**config.mk**
```make
export PLATFORM = sky130hd
export DESIGN_NAME = meta_multicast_fifo
export DESIGN_NICKNAME = d
export VERILOG_FILES = /design/src/rtl/meta_multicast_fifo.sv
export SDC_FILE = /design/constraint.sdc
export NUM_CORES = 1
export LEC_CHECK = 0
export CAP_MARGIN = 10
export CORE_UTILIZATION = 40
export CTS_BUF_LIST = sky130_fd_sc_hd__clkbuf_16
export DETAILED_ROUTE_END_ITERATION = 6
export PLACE_DENSITY_LB_ADDON = 0.1
export SLEW_MARGIN = 5
export SYNTH_ARGS = -nofsm -noshare
export SYNTH_HDL_FRONTEND = slang
export SYNTH_SLANG_ARGS = --single-unit
export TNS_END_PERCENT = 50
```
**constraint.sdc**
```tcl
create_clock -name clk_i -period 2.1 [get_ports clk_i]
set_input_delay 0.63 -clock clk_i [delete_from_list [all_inputs] [get_ports clk_i]]
set_output_delay 0.63 -clock clk_i [all_outputs]
set_load 0.01 [all_outputs]
```
**src/rtl/meta_multicast_fifo.sv**
```systemverilog
// Multicast metadata FIFO: one producer, NrConsumers independent readers.
// Each pushed entry carries a per-consumer pending mask; an entry is freed
// once every consumer it was addressed to has taken it. Consumers skip entries
// not addressed to them, so a slow reader only stalls the others once the
// buffer fills up.
module meta_multicast_fifo #(
  parameter int  NrConsumers = 2,
  parameter int  Depth       = 4,
  parameter type meta_glb_t  = logic
) (
  input  logic                         clk_i,
  input  logic                         rst_i,
  input  logic                         meta_info_valid_i,
  output logic                         meta_info_ready_o,
  input  meta_glb_t                    meta_info_i,
  input  logic [NrConsumers-1:0]       cons_en_i,
  output logic [NrConsumers-1:0]       cons_valid_o,
  input  logic [NrConsumers-1:0]       cons_ready_i,
  output meta_glb_t                    cons_o [NrConsumers],
  output logic [$clog2(Depth+1)-1:0]   occupancy_o
);

  localparam int IdxW = $clog2(Depth);
  localparam int PtrW = IdxW + 1;
  localparam int OccW = $clog2(Depth + 1);

  typedef logic [PtrW-1:0] ptr_t;

  meta_glb_t              mem  [Depth];
  logic [NrConsumers-1:0] pend [Depth];

  ptr_t wptr;
  ptr_t hptr;
  ptr_t rptr [NrConsumers];
  ptr_t occ;

  logic full;
  logic push;
  logic free;

  logic [NrConsumers-1:0] avail;
  logic [NrConsumers-1:0] hit;
  logic [NrConsumers-1:0] hs;
  logic [NrConsumers-1:0] adv;

  // Full when indices match but the wrap bits differ.
  assign full = (wptr[IdxW-1:0] == hptr[IdxW-1:0]) && (wptr[IdxW] != hptr[IdxW]);
  assign occ  = wptr - hptr;

  assign meta_info_ready_o = !rst_i && !full;
  assign occupancy_o       = rst_i ? '0 : OccW'(occ);

  assign push = meta_info_valid_i && meta_info_ready_o;
  // Head entry is released once no consumer still owes it a handshake.
  assign free = (hptr != wptr) && (pend[hptr[IdxW-1:0]] == '0);

  // Per-consumer presentation: valid only for entries addressed to it, skip the rest.
  always_comb begin
    avail        = '0;
    hit          = '0;
    cons_valid_o = '0;
    hs           = '0;
    adv          = '0;
    for (int c = 0; c < NrConsumers; c++) begin
      avail[c]        = (rptr[c] != wptr);
      hit[c]          = avail[c] && pend[rptr[c][IdxW-1:0]][c];
      cons_valid_o[c] = hit[c] && !rst_i;
      hs[c]           = cons_valid_o[c] && cons_ready_i[c];
      adv[c]          = hs[c] || (avail[c] && !hit[c]);
      cons_o[c]       = mem[rptr[c][IdxW-1:0]];
    end
  end

  // Payload storage; a slot is only written while it is free, so pending data stays put.
  always_ff @(posedge clk_i) begin
    if (push) begin
      mem[wptr[IdxW-1:0]] <= meta_info_i;
    end
  end

  // Pointer and pending-mask bookkeeping; reset drops everything in flight.
  always_ff @(posedge clk_i) begin
    if (rst_i) begin
      wptr <= '0;
      hptr <= '0;
      for (int c = 0; c < NrConsumers; c++) begin
        rptr[c] <= '0;
      end
      for (int e = 0; e < Depth; e++) begin
        pend[e] <= '0;
      end
    end else begin
      // The slot at wptr is never one a consumer is still reading, so the
      // push write and the handshake clears below never touch the same entry.
      if (push) begin
        pend[wptr[IdxW-1:0]] <= cons_en_i;
        wptr                 <= wptr + ptr_t'(1);
      end
      for (int c = 0; c < NrConsumers; c++) begin
        if (hs[c]) begin
          pend[rptr[c][IdxW-1:0]][c] <= 1'b0;
        end
        if (adv[c]) begin
          rptr[c] <= rptr[c] + ptr_t'(1);
        end
      end
      if (free) begin
        hptr <= hptr + ptr_t'(1);
      end
    end
  end

endmodule

```
==> results.sh <==
export IMPL_design_area_sq_mm=0.002290
export IMPL_layout_commonest_cell="buf_4"
export IMPL_dieWidth_microns=66.38
export IMPL_htree_levels=1
export IMPL_cts_hold_fix_buffers=0
export IMPL_synthCells=149
export IMPL_die_h_microns=66.38
export IMPL_rsz0062_at_grt="yes"
export IMPL_power_share_combinational_pct=52.9
export IMPL_crit_path_max_fanout=2
export IMPL_clk_pin_slew_ns=0.07
export IMPL_post_route_period_util_pct=102.7
export IMPL_fin_crit_ns=2.157
export IMPL_layout_nets=234
export IMPL_hold_violations=0
export IMPL_reg2reg_slack_ns=0.18
export IMPL_synth_nets=173
export IMPL_violations="negative setup slack"
export IMPL_grt_pass1_wl_mm=5.975
export IMPL_end_kind="output port"
export IMPL_worstSetupStartpoint="rptr[0][3]"
export IMPL_worst_pin_slew_ns=0.3096
export IMPL_max_freq_mhz=463.7
export IMPL_firstDrtPassIters=4
export IMPL_core_sq_mm=0.004000
export IMPL_ys_seq_area_share_pct=37.43
export IMPL_viasPerCell=4.838
export IMPL_diodes=0
export IMPL_switching_power_mw=0.8373
export IMPL_cap_violations=0
export IMPL_via_count=1253
export IMPL_fin_setup_tns_ns=-0.1542
export IMPL_leakage_nw=1.009
export IMPL_async_flop_share_pct=0
export IMPL_grt_pass1_vias=1260
export IMPL_clock_path_buffers=2
export IMPL_tritoncts="yes"
export IMPL_grt_overflow_total=0
export IMPL_maxSlewViolCount=0
export IMPL_finalCoreUtilization_pct=57.24
export IMPL_final_antenna_net_count=0
export IMPL_yosysTopAreaCell="dfxtp_1"
export IMPL_avgSynthCellArea_sq_um=11.13
export IMPL_drt_total_wl_mm=3.558
export IMPL_place_congestion=0.8595
export IMPL_pwr_share_seq_pct=30.2
export IMPL_drive_gt1_share_pct=36.84
export IMPL_crit_required_ns=1.47
export IMPL_fin_ws_ns=-0.05677
export IMPL_r2r_start="pend[1][1]"
export IMPL_maxSlewHeadroom_pct=79.29
export IMPL_io_pins=16
export IMPL_post_drt_wl_per_cell_microns=13.74
export IMPL_finClkSkew_ns=0.002291
export IMPL_grtUsageTotal_pct=18.12
export IMPL_clockRootBuffer="clkbuf_16"
export IMPL_cp_arrival_ns=1.53
export IMPL_whs_ns=0.5686
export IMPL_initial_utilization_pct=41.45
export IMPL_synth_main_ff_cell="dfxtp_1"
export IMPL_start_kind="flop"
export IMPL_clkSinkCount=26
export IMPL_rr_worst_depth=5
export IMPL_synth_cell_types=38
export IMPL_total_power_mw=2.521
export IMPL_cts_buffers=3
export IMPL_synth_warnings=0
export IMPL_worstHoldPathType="reg2reg"
export IMPL_syn2layout_area_growth_pct=38.11
export IMPL_vdd_drop_max_mv=0.6886
export IMPL_synthTopCellsByArea="dfxtp_1 (19%), edfxtp_1 (18%), ha_1 (11%), mux2i_1 (6.0%), mux4_2 (5.4%)"
export IMPL_drc=0
export IMPL_netlist_area_sq_mm=0.001658
export IMPL_outcome="finished with violations"
export IMPL_cell_internal_pwr_mw=1.684
export IMPL_swShare_pct=33.21
export IMPL_grt_max_degree=15
export IMPL_synth_edf_count=10
export IMPL_yosysTopAreaCellShare_pct=19.32
export IMPL_crit_end="cons_valid_o[1]"
export IMPL_dpl_hpwl_mm=2.754
export IMPL_grt_antenna_before_repair=0
export IMPL_p_clk_share_pct=16.9
export IMPL_setup_viol=3
export IMPL_io_buffer_count=15
export IMPL_critPathKind="reg2out"
export IMPL_insertion_delay_ns=0.26
export IMPL_num_rows=23
export IMPL_dr_first_iter_drc_count=74
export IMPL_die_area_sq_mm=0.004406
export IMPL_layout_common_cells="buf_4 (42), dfxtp_1 (14), nor2_1 (13), ha_1 (13)"
export IMPL_synth_seq_cells=26
export IMPL_placed_area_sq_mm=0.002131
export IMPL_pwr_density_cell_mw_per_mm2=1101
==> cells by family (layout without fill, tap and decap cells) <==
| logic type | count (synthesis) | after routing | synth area share (%) |
|---|---|---|---|
| buf+inv | 13 | 73 | 2.943 |
| fa+ha+maj | 16 | 16 | 12.53 |
| xor+xnor | 12 | 12 | 7.472 |
| flops | 26 | 26 | 37.43 |
| compound gates | 21 | 21 | 9.735 |
| simple gates | 43 | 43 | 14.34 |
| mux | 18 | 18 | 15.55 |
==> worst max-delay path, cell delays in order, from the launching register on <==
cell and delay (ns):
edfxtp_1 0.38, buf_6 0.11, mux4_2 0.51, and2_4 0.16, buf_6 0.11
==> per-stage QoR <==
stage / instances / setup slack, ns
3_3_place_gp: 246 / -0.6015
5_1_grt: 259 / -0.1091
6_report: 259 / -0.05677
4_1_cts: 257 / -0.06470
3_5_place_dp: 246 / -0.5974
2_1_floorplan: 149 / -0.004293
==> worst min-delay path by stage <==
stage                  to  cells after the start  slack, ns        from
2_1_floorplan        flop                      2       0.51     hptr[1]
3_3_place_gp   pend[3][0]                      2       0.55  pend[3][0]
3_5_place_dp   pend[3][0]                      2       0.56  pend[3][0]
4_1_cts        pend[1][0]                      2       0.57  pend[1][0]
5_1_grt        pend[1][0]                      2       0.59  pend[1][0]
6_report       pend[1][0]                      2       0.57  pend[1][0]
==> what timing repair did <==
item	4_1_cts	5_1_grt
endpoints found under the setup margin	8	6
pin swaps	6	2
buffers inserted	7	2
resized for setup	44	3
==> Yosys cell counts, types with 2 or more instances <==
cell	number
dfxtp_1	16
ha_1	15
nor2_1	14
edfxtp_1	10
mux2i_1	10
xnor2_1	9
inv_1	8
nor2b_1	8
and2_1	6
a211oi_1	4
a21oi_1	4
clkbuf_1	4
mux4_2	4
nand2b_1	4
o21ai_1	3
or2_1	3
a21o_1	2
a31oi_1	2
and3_1	2
mux2_4	2
xor2_1	2
==> layer usage <==
| layer | global-route usage (%) | wire length (microns) | up-vias |
|---|---|---|---|
| met3 | 3.448 | 109 | 0 |
| met2 | 27.93 | 1713 | 20 |
| met1 | 26.22 | 1735 | 591 |
| met5 | 0 | 0 | - |
| li1 | - | - | 642 |
| met4 | 3.457 | 0 | 0 |
==> power groups by stage <==
stage	sequential (mW)	combinational (mW)	clock, mW
floorplan	0.790	0.656	0
global placement	0.767	1.21	0
detailed placement	0.769	1.23	0
CTS	0.763	1.32	0.437
global route	0.777	1.46	0.463
finish	0.760	1.33	0.426
==> state kept, by name, indices dropped and copies added (netlist names), named ones only <==
signal  flops
mem         4
rptr        6
wptr        3
hptr        3
pend        8
==> area by class of cell <==
class | count | area (sq um)
clock buffers | 3 | 75.07
repair buffers | 61 | 475.5
inverters | 8 | 30.03
clock inverters | 1 | 3.754
well taps | 50 | 62.56
fillers | 344 | 1710
flip-flops and latches | 26 | 623.1
multi-input cells | 110 | 1020
Note: power is estimated with default switching activity, not from simulation.
